## config.mk

```make
export PLATFORM = sky130hd
export DESIGN_NAME = latch_bank_writer
export DESIGN_NICKNAME = d
export VERILOG_FILES = /design/src/rtl/latch_bank_writer.sv
export SDC_FILE = /design/constraint.sdc
export NUM_CORES = 1
export LEC_CHECK = 0
export ABC_AREA = 1
export CORE_UTILIZATION = 55
export CTS_BUF_LIST = sky130_fd_sc_hd__clkbuf_2 sky130_fd_sc_hd__clkbuf_4 sky130_fd_sc_hd__clkbuf_8
export DETAILED_ROUTE_END_ITERATION = 10
export DONT_BUFFER_PORTS = 1
export GPL_TIMING_DRIVEN = 0
export PLACE_DENSITY = 0.82
export SLEW_MARGIN = 30
export SYNTH_ARGS = -nofsm -noshare
export SYNTH_HDL_FRONTEND = slang
export SYNTH_SLANG_ARGS = --single-unit
```

## constraint.sdc

```tcl
create_clock -name clock -period 1.2 [get_ports clock]
set_input_delay 0.24 -clock clock [delete_from_list [all_inputs] [get_ports clock]]
set_output_delay 0.24 -clock clock [all_outputs]
set_load 0.1 [all_outputs]
```

## src/rtl/latch_bank_writer.sv

```systemverilog
// Sequences writes into a bank of transparent D-latches over a shared d bus with one c per word.
// Setup, pulse and hold lengths are counted in clocks; every output is registered.
module latch_bank_writer #(
    parameter int N_LATCH = 6,
    parameter int W       = 8,
    parameter int T_SU    = 1,
    parameter int T_PW    = 2,
    parameter int T_H     = 1,
    localparam int AW     = (N_LATCH > 1) ? $clog2(N_LATCH) : 1
) (
    input  logic               clock,
    input  logic               reset_,
    input  logic               req_valid,
    output logic               req_ready,
    input  logic [AW-1:0]      req_addr,
    input  logic [W-1:0]       req_data,
    output logic [W-1:0]       d,
    output logic [N_LATCH-1:0] c,
    output logic               busy,
    output logic               done,
    output logic               err
);

    localparam int TMAX0 = (T_SU > T_PW) ? T_SU : T_PW;
    localparam int TMAX  = (TMAX0 > T_H) ? TMAX0 : T_H;
    localparam int CW    = (TMAX > 1) ? $clog2(TMAX) : 1;

    localparam logic [1:0] IDLE  = 2'd0;
    localparam logic [1:0] SETUP = 2'd1;
    localparam logic [1:0] PULSE = 2'd2;
    localparam logic [1:0] HOLD  = 2'd3;

    logic [1:0]         state_q, state_d;
    logic [CW-1:0]      cnt_q, cnt_d;
    logic [AW-1:0]      addr_q, addr_d;
    logic [W-1:0]       dat_q, dat_d;
    logic [N_LATCH-1:0] c_q, c_d;
    logic               busy_q, busy_d;
    logic               done_q, done_d;
    logic               err_q, err_d;

    logic [N_LATCH-1:0] c_sel;
    logic               addr_oob;

    // Out-of-range addresses match no bit, so c stays low for them automatically.
    always_comb begin
        c_sel = '0;
        for (int i = 0; i < N_LATCH; i++) begin
            if (addr_q == AW'(i)) begin
                c_sel[i] = 1'b1;
            end
        end
    end

    assign addr_oob = ({1'b0, addr_q} >= (AW+1)'(N_LATCH));

    always_comb begin
        state_d = state_q;
        cnt_d   = cnt_q;
        addr_d  = addr_q;
        dat_d   = dat_q;
        c_d     = c_q;
        busy_d  = busy_q;
        done_d  = 1'b0;
        err_d   = 1'b0;
        case (state_q)
            IDLE: begin
                if (req_valid) begin
                    state_d = SETUP;
                    cnt_d   = CW'(T_SU - 1);
                    addr_d  = req_addr;
                    dat_d   = req_data;
                    c_d     = '0;
                    busy_d  = 1'b1;
                end
            end
            SETUP: begin
                if (cnt_q == '0) begin
                    state_d = PULSE;
                    cnt_d   = CW'(T_PW - 1);
                    c_d     = c_sel;
                end else begin
                    cnt_d = cnt_q - 1'b1;
                end
            end
            PULSE: begin
                if (cnt_q == '0) begin
                    state_d = HOLD;
                    cnt_d   = CW'(T_H - 1);
                    c_d     = '0;
                end else begin
                    cnt_d = cnt_q - 1'b1;
                end
            end
            HOLD: begin
                if (cnt_q == '0) begin
                    state_d = IDLE;
                    cnt_d   = '0;
                    c_d     = '0;
                    busy_d  = 1'b0;
                    done_d  = 1'b1;
                    err_d   = addr_oob;
                end else begin
                    cnt_d = cnt_q - 1'b1;
                end
            end
            default: begin
                state_d = IDLE;
                c_d     = '0;
                busy_d  = 1'b0;
            end
        endcase
    end

    always_ff @(posedge clock or negedge reset_) begin
        if (!reset_) begin
            state_q <= IDLE;
            cnt_q   <= '0;
            addr_q  <= '0;
            dat_q   <= '0;
            c_q     <= '0;
            busy_q  <= 1'b0;
            done_q  <= 1'b0;
            err_q   <= 1'b0;
        end else begin
            state_q <= state_d;
            cnt_q   <= cnt_d;
            addr_q  <= addr_d;
            dat_q   <= dat_d;
            c_q     <= c_d;
            busy_q  <= busy_d;
            done_q  <= done_d;
            err_q   <= err_d;
        end
    end

    assign req_ready = (state_q == IDLE);
    assign d         = dat_q;
    assign c         = c_q;
    assign busy      = busy_q;
    assign done      = done_q;
    assign err       = err_q;

endmodule
```

# Word-level counts from Yosys, hierarchy flattened
# Cells that the tools add are included.
[op_classes]
n_addsub = 1
n_lt_le_gt_ge = 1
eq_ne = 13
mux = 26
n_reduce_logical = 8
[op_table]
columns = ["op", "n"]
rows = [
  ["6-bit two-way mux", 3],
  ["6-bit one-hot mux with 3 select lines", 1],
  ["1-bit two-way mux", 15],
  ["2-bit inequality test, second input constant", 5],
  ["2-bit two-way mux", 4],
  ["2-bit one-hot mux with 4 select lines", 1],
  ["3-bit by 2-bit equality test with 1-bit output, second input constant", 2],
  ["3-bit equality test, second input constant", 2],
  ["3-bit AND reduction", 2],
  ["2-bit equality test, second input constant", 2],
  ["4-bit AND reduction", 1],
  ["3-bit by 1-bit equality test with 1-bit output, second input constant", 1],
  ["3-bit greater-or-equal comparator, second input constant", 1],
  ["3-bit logical NOT", 1],
  ["1-bit one-hot mux with 3 select lines", 1],
  ["2-bit by 1-bit equality test with 1-bit output, second input constant", 1],
  ["2-bit logical NOT", 1],
  ["1-bit one-hot mux with 2 select lines", 1],
  ["2-bit AND reduction", 1],
  ["2-bit nonzero test", 1],
  ["2-bit OR reduction", 1],
  ["1-bit subtractor, second input constant", 1],
]
[totals]
register_bits = 23
inputBits = 14
out_inout_bits = 18
word_cells = 57

# Depth between registers and ports, before layout
# Gate-level depths: netlist (run 1).
[depth]
word_depth = 4
ltp_mapped = 7
mapped_depth_nobuf = 7

# Worst setup path after synthesis (run 1)
# OpenSTA, ideal clock, no wires.
[synth_path]
path_type = "register -> register"
start = "register state_q[1]"
end = "register dat_q[0] (netlist: d[0])"
setup_ns = 0.122
arrival_ns = 1.876
t_required_ns = 1.078
slack_ns = -0.798
stages_incl_launch_ff = 8
path_buffers = 2
synth_period_minus_slack_ns = 1.998
cell_sequence = "dfrtp_1 > inv_1 > ha_1 > buf_6 > nand2_4 > buf_6 > nand2_1 > nand2_1"
[synth_between]
elab_chain_len = 2
[synth_lines]
columns = ["element", "line_no", "source"]
rows = [
  ["start, declared", "33", "logic [1:0] state_q, state_d;"],
  ["start signal, assigned", "126", "state_q <= state_d;"],
  ["2-bit logical NOT", "--", ""],
  ["via req_ready", "14", "output logic req_ready,"],
  ["2-bit AND reduction (no source line)", "--", ""],
  ["end signal, assigned", "129", "dat_q <= dat_d;"],
  ["end, declared", "36", "logic [W-1:0] dat_q, dat_d;"],
]
# The timed path passes the listed nets, and every way through them passes these cells.
# A chain may end at the register's enable or synchronous reset.

# Worst setup path in the final report (run 1)
[layout_path]
start = "register state_q[0]"
end = "register dat_q[1] (netlist: d[1])"
# Same word-level chain as after synthesis.

==> flow_metrics.tcl, run 1 <==
set metrics [dict create \
    status "finished with violations" \
    violations "negative setup slack" \
    criticalPathCategory "flip-flop to flip-flop" \
    skew_ps 11.07 \
    fin_crit_ps 1494 \
    initial_core_util 0.6042 \
    cts.reportedPaths.clkPinSlew_ps 140 \
    rr_worst_depth 7 \
    cts.sinks 23 \
    fillers 104 \
    numCtsBuffers 3 \
    startpoint "state_q[0]" \
    place_area_mm2 0.001124 \
    fin_crit_sh 1.245 \
    grt_setup_unrepaired "true" \
    io_pins 32 \
    reg2reg_to "d[1]" \
    area_delta_synth_final_pct 29.04 \
    drv_cap 0 \
    regArea_um2 640.6 \
    antennaDiodeCount 0 \
    die_w_um 46.26 \
    vias 881 \
    yosysWarnings 0 \
    synthTopCellsByCount "nand2_1 (53), dfrtp_1 (23), nand3_1 (12)" \
    postSynthAreaPerCell_um2 8.618 \
    synth_edf_count 0 \
    synth_cell_types 15 \
    die_h_um 46.26 \
    cts_tree "built" \
    min_path_type "primary input to flip-flop" \
    synth_largest_area_cell "dfrtp_1" \
    final_cell_area_mm2 0.001390 \
    synth_nets 144 \
    die-area_mm2 0.002140 \
    grt_use_total 0.2537 \
    overflow 0 \
    dpl.hpwl_mm 1.398 \
    fmax_mhz 669.3 \
    drc_errors 0 \
    seq_area_frac_synth 0.5343 \
    drt_wl_total_mm 2.433 \
    via_per_inst 5.339 \
    multi_input_area_um2 514.2 \
    crit_end "d[1]" \
    ys.flop_type "dfrtp_1" \
    drive_above_1_share 0.4286 \
    r2r-start "state_q[0]" \
    worstMarginPinSlew_ps 490.8 \
    setup_viol 31 \
    place.gp.congestion 0.8764 \
    path_max_fanout 4 \
    finalHoldViolCount 0 \
    critPathCaptureType "flip-flop" \
    dr.pass1.iters 4 \
    synth_most_common_cell "nand2_1" \
    clk_latency_ps 310 \
    wl_per_cell_um 14.75 \
    grt_max_degree 24 \
    async_flop_share 1.000 \
    slew_violations 0 \
    relSlewSlack 0.6728 \
    port_buffers 0 \
    startpoint_type "flip-flop" \
    setup_ws_ps -294.1 \
    cts.htree.levels 1 \
    antenna_found_initial 0 \
    ys_seq_elements 23 \
    regToRegSetupSlack_ps -290 \
    grt_pass1_vias 896 \
    worst_ep_required_time_ps 1460 \
    yosysTopAreaCellShare 0.5343 \
    arrival_ps 1750 \
    setup_tns_ps -4412 \
    antenna_left 0 \
    synth_area_mm2 0.001077 \
    netlist_instances 125 \
    clock_path_buffers 2 \
    fin_nets 160 \
    synthTopCellsByArea "dfrtp_1 (53%), nand2_1 (18%), ha_1 (5.8%), nand3_1 (5.6%), inv_1 (3.5%)" \
    rows 15 \
    grt_pass1_wl_mm 3.767 \
    drtIter0Drc 30 \
    clock-root-buffer "clkbuf_4" \
    core-area_mm2 0.001783 \
]
registers in the layout, indices dropped and copies added, names as in the netlist:
register and flops:
err 1, addr_q 3, done 1, c 6, busy 1, state_q 2
cnt_q 1, d 8
area by class of cell:
type                    instances  share of cell area
well taps                      25             0.02250
clock inverters                 1            0.003600
inverters                      10             0.02700
repair buffers                 11             0.07291
clock buffers                   3             0.01620
multi-input cells              89              0.3699
plain buffers                   3             0.02700
flip-flops and latches         23              0.4608
per-stage QoR:
stage,setup WS [ps],utilization,hold WS [ps],std cells
2_1_floorplan,-245.5,-,-55.59,125
3_3_place_gp,-321.7,0.6302,-55.14,150
3_5_place_dp,-374.1,0.6302,-55.18,150
4_1_cts,-228.5,0.7565,40.46,164
5_1_grt,-355.5,0.7796,27.37,165
6_report,-294.1,0.7796,39.50,165
repair_timing:
item                                    in CTS  in global routing
endpoints found under the setup margin      39                 39
gates resized for setup                     52                  9
hold endpoints to repair                    23                 23
pin swaps                                   10                  9
hold buffers                                 1                  1
cloned                                       1                  0
setup buffers                                8                  0
routing by layer:
metal	wire, um	track usage
met5	0	0
met4	42	0.1647
met3	121	0.05098
met2	1285	0.4254
met1	983	0.2899
worst min path at each step:
stage | start | to | slack (ps) | cells past startpoint
floorplan | reset_ | addr_q[0] | -60 | 0
global placement | reset_ | c[4] | -60 | 0
detailed placement | reset_ | c[4] | -60 | 0
CTS | req_data[7] | d[7] | 40 | 2
global route | req_data[7] | d[7] | 30 | 2
finish | req_data[4] | d[4] | 40 | 2
cells by family after synthesis:
group | after synthesis | share of synthesized area
simple gates | 80 | 0.3159
flops | 23 | 0.5343
buf+inv | 13 | 0.06620
fa+ha+maj | 5 | 0.05807
compound gates | 4 | 0.02555
cells in the final DEF (no fill, tap or decap), drive strengths merged:
cell and instances:
nor3 1, nand3 13, dfrtp 23, nand2 54
or2 1, a21oi 3, ha 5, clkbuf 3
inv 10, o21ai 1, dlygate4sd3 1, clkinv 1
nor2 11, buf 13
worst max-delay path, stage by stage (launching register included):
cell     delay, ps
dfrtp_1        420
inv_2           90
ha_4           370
buf_8          170
buf_6          110
buf_6           90
nand3_1         90
nand2_1        110
Power of run 1 is left out: the tool's default activity adds up to more than one toggle a clock period on the data nets, which glitch-free logic cannot reach.
==> run 2: changes to the inputs <==
--- a/config.mk
+++ b/config.mk
@@ -12,7 +12,6 @@
 export DONT_BUFFER_PORTS = 1
 export GPL_TIMING_DRIVEN = 0
 export PLACE_DENSITY = 0.82
-export SLEW_MARGIN = 30
 export SYNTH_ARGS = -nofsm -noshare
 export SYNTH_HDL_FRONTEND = slang
 export SYNTH_SLANG_ARGS = --single-unit
==> run 2 against run 1 <==
Against the previous run:
- the run still ends with negative setup slack left
- critical path type unchanged
- hold slack improved by 4.3 ps
- clock skew down 7.9 ps
- critical endpoint unchanged
- maximum frequency down 1.2%
- highest routed layer unchanged
- non-clock buffer count decreased by 1
==> flow_metrics.tcl, run 2 (same netlist as run 1, synthesis figures left out) <==
set metrics [dict create \
    antenna_found_initial 0 \
    wl_per_cell_um 14.84 \
    startpoint_type "flip-flop" \
    worst_ep_required_time_ps 1450 \
    io_pins 32 \
    critPathCaptureType "flip-flop" \
    fmax_mhz 661.2 \
    initial_core_util 0.6042 \
    finalHoldViolCount 0 \
    antennaDiodeCount 0 \
    place.gp.congestion 0.8764 \
    fin_crit_ps 1513 \
    area_delta_synth_final_pct 28.80 \
    clock-root-buffer "clkbuf_4" \
    overflow 0 \
    grt_pass1_wl_mm 3.767 \
    critPathMaxStageDelay_ps 420 \
    fin_nets 159 \
    min_path_type "primary input to flip-flop" \
    worstMarginPinSlew_ps 979.2 \
    clock_path_buffers 2 \
    port_buffers 0 \
    regToRegSetupSlack_ps -310 \
    drc_errors 0 \
    die_w_um 46.26 \
    vias 872 \
    arrival_ps 1760 \
    drv_cap 0 \
    via_per_inst 5.317 \
    violations "negative setup slack" \
    fin_crit_sh 1.260 \
    criticalPathCategory "flip-flop to flip-flop" \
    dr.pass1.iters 4 \
    drtIter0Drc 37 \
    cts_tree "built" \
    critical-path-top-delay-family "buffers and inverters" \
    cts.htree.levels 1 \
    setup_tns_ps -4567 \
    slew_violations 0 \
    cpMaxStageDelayCell "dfrtp_1" \
    grt_use_total 0.2537 \
    dpl.hpwl_mm 1.398 \
    holdWs_ps 43.80 \
    grt_setup_unrepaired "true" \
    rows 15 \
    cts.reportedPaths.clkPinSlew_ps 130 \
    grt_pass1_vias 896 \
    drive_above_1_share 0.4245 \
    setup_ws_ps -312.5 \
    skew_ps 3.149 \
    core-area_mm2 0.001783 \
    die_h_um 46.26 \
    largest_reg_flops 8 \
    numCtsBuffers 3 \
    worstPathCellList "inv_2 -> ha_4 -> buf_8 -> buf_6 -> buf_6 -> nand3_1 -> nand2_1" \
    clk_latency_ps 310 \
    grt_max_degree 24 \
    path_common_cell "buf_6" \
    cts.sinks 23 \
    antenna_left 0 \
    final_common_cell "nand2_1" \
    drt_wl_total_mm 2.434 \
    relSlewSlack 0.3472 \
    cp_num_buf_inv 4 \
    layout_common_cells "nand2_1 (42), dfrtp_4 (17), nand2_2 (11), nand3_1 (11), nor2_1 (8)" \
    path_max_fanout 4 \
    status "finished with violations" \
    setup_viol 22 \
    die-area_mm2 0.002140 \
]
run 2: cell count changes in the layout (fill, tap and decap cells not counted), sizes merged:
cell and change:
dlygate4sd3 -1, dlymetal6s4s +1, buf -1
run 2: worst paths after layout:
check                            start   end  cells after the start
setup / recovery            state_q[0]  d[1]                      7
min in group asynchronous       reset_  d[7]                      1
hold reg to reg              addr_q[0]  c[2]                      3
max in group asynchronous       reset_  d[4]                      1
setup reg to reg            state_q[0]  d[1]                      7
hold / removal             req_data[4]  d[4]                      2
run 2: layer usage:
metal	routed length, um	up-vias	GRT usage
met5	0	-	0
met4	53	0	0.1647
met3	121	4	0.05098
met2	1293	32	0.4254
met1	967	423	0.2899
li1	-	413	-
run 2: what timing repair did:
action                                 CTS  global route
setup buffers                            8             0
endpoints found under the hold margin   23             0
resized for setup                       52            10
pin swaps                               10             9
gates cloned                             1             0
hold buffers                             1             0
setup endpoints to repair               39            62
run 2: cell type report:
class | instances | area [um^2]
inverter | 10 | 37.54
sequential | 23 | 640.6
fill | 104 | 395.4
multi-input combinational | 89 | 514.2
clock buffer | 3 | 22.52
clock inverter | 1 | 5.005
timing repair buffer | 10 | 98.84
buffer | 3 | 37.54
tap | 25 | 31.28
run 2: worst reg2reg max path, delay by kind of cell, from the launching register on:
kind	cells	cell delay (ps)
fa+ha+maj	1	370
buf+inv	4	470
flops	1	420
simple gates	2	200
run 2: through the flow:
step                std cells  setup WS (ps)  utilization  instance area, um^2
finish                    164         -312.5       0.7782                 1388
global route              164         -355.5       0.7782                 1388
CTS                       164         -228.5       0.7565                 1349
detailed placement        150         -374.1       0.6302                 1124
global placement          150         -321.7       0.6302                 1124
floorplan                 125         -245.5            -                 1092
Power of run 2 is left out for the same reason.
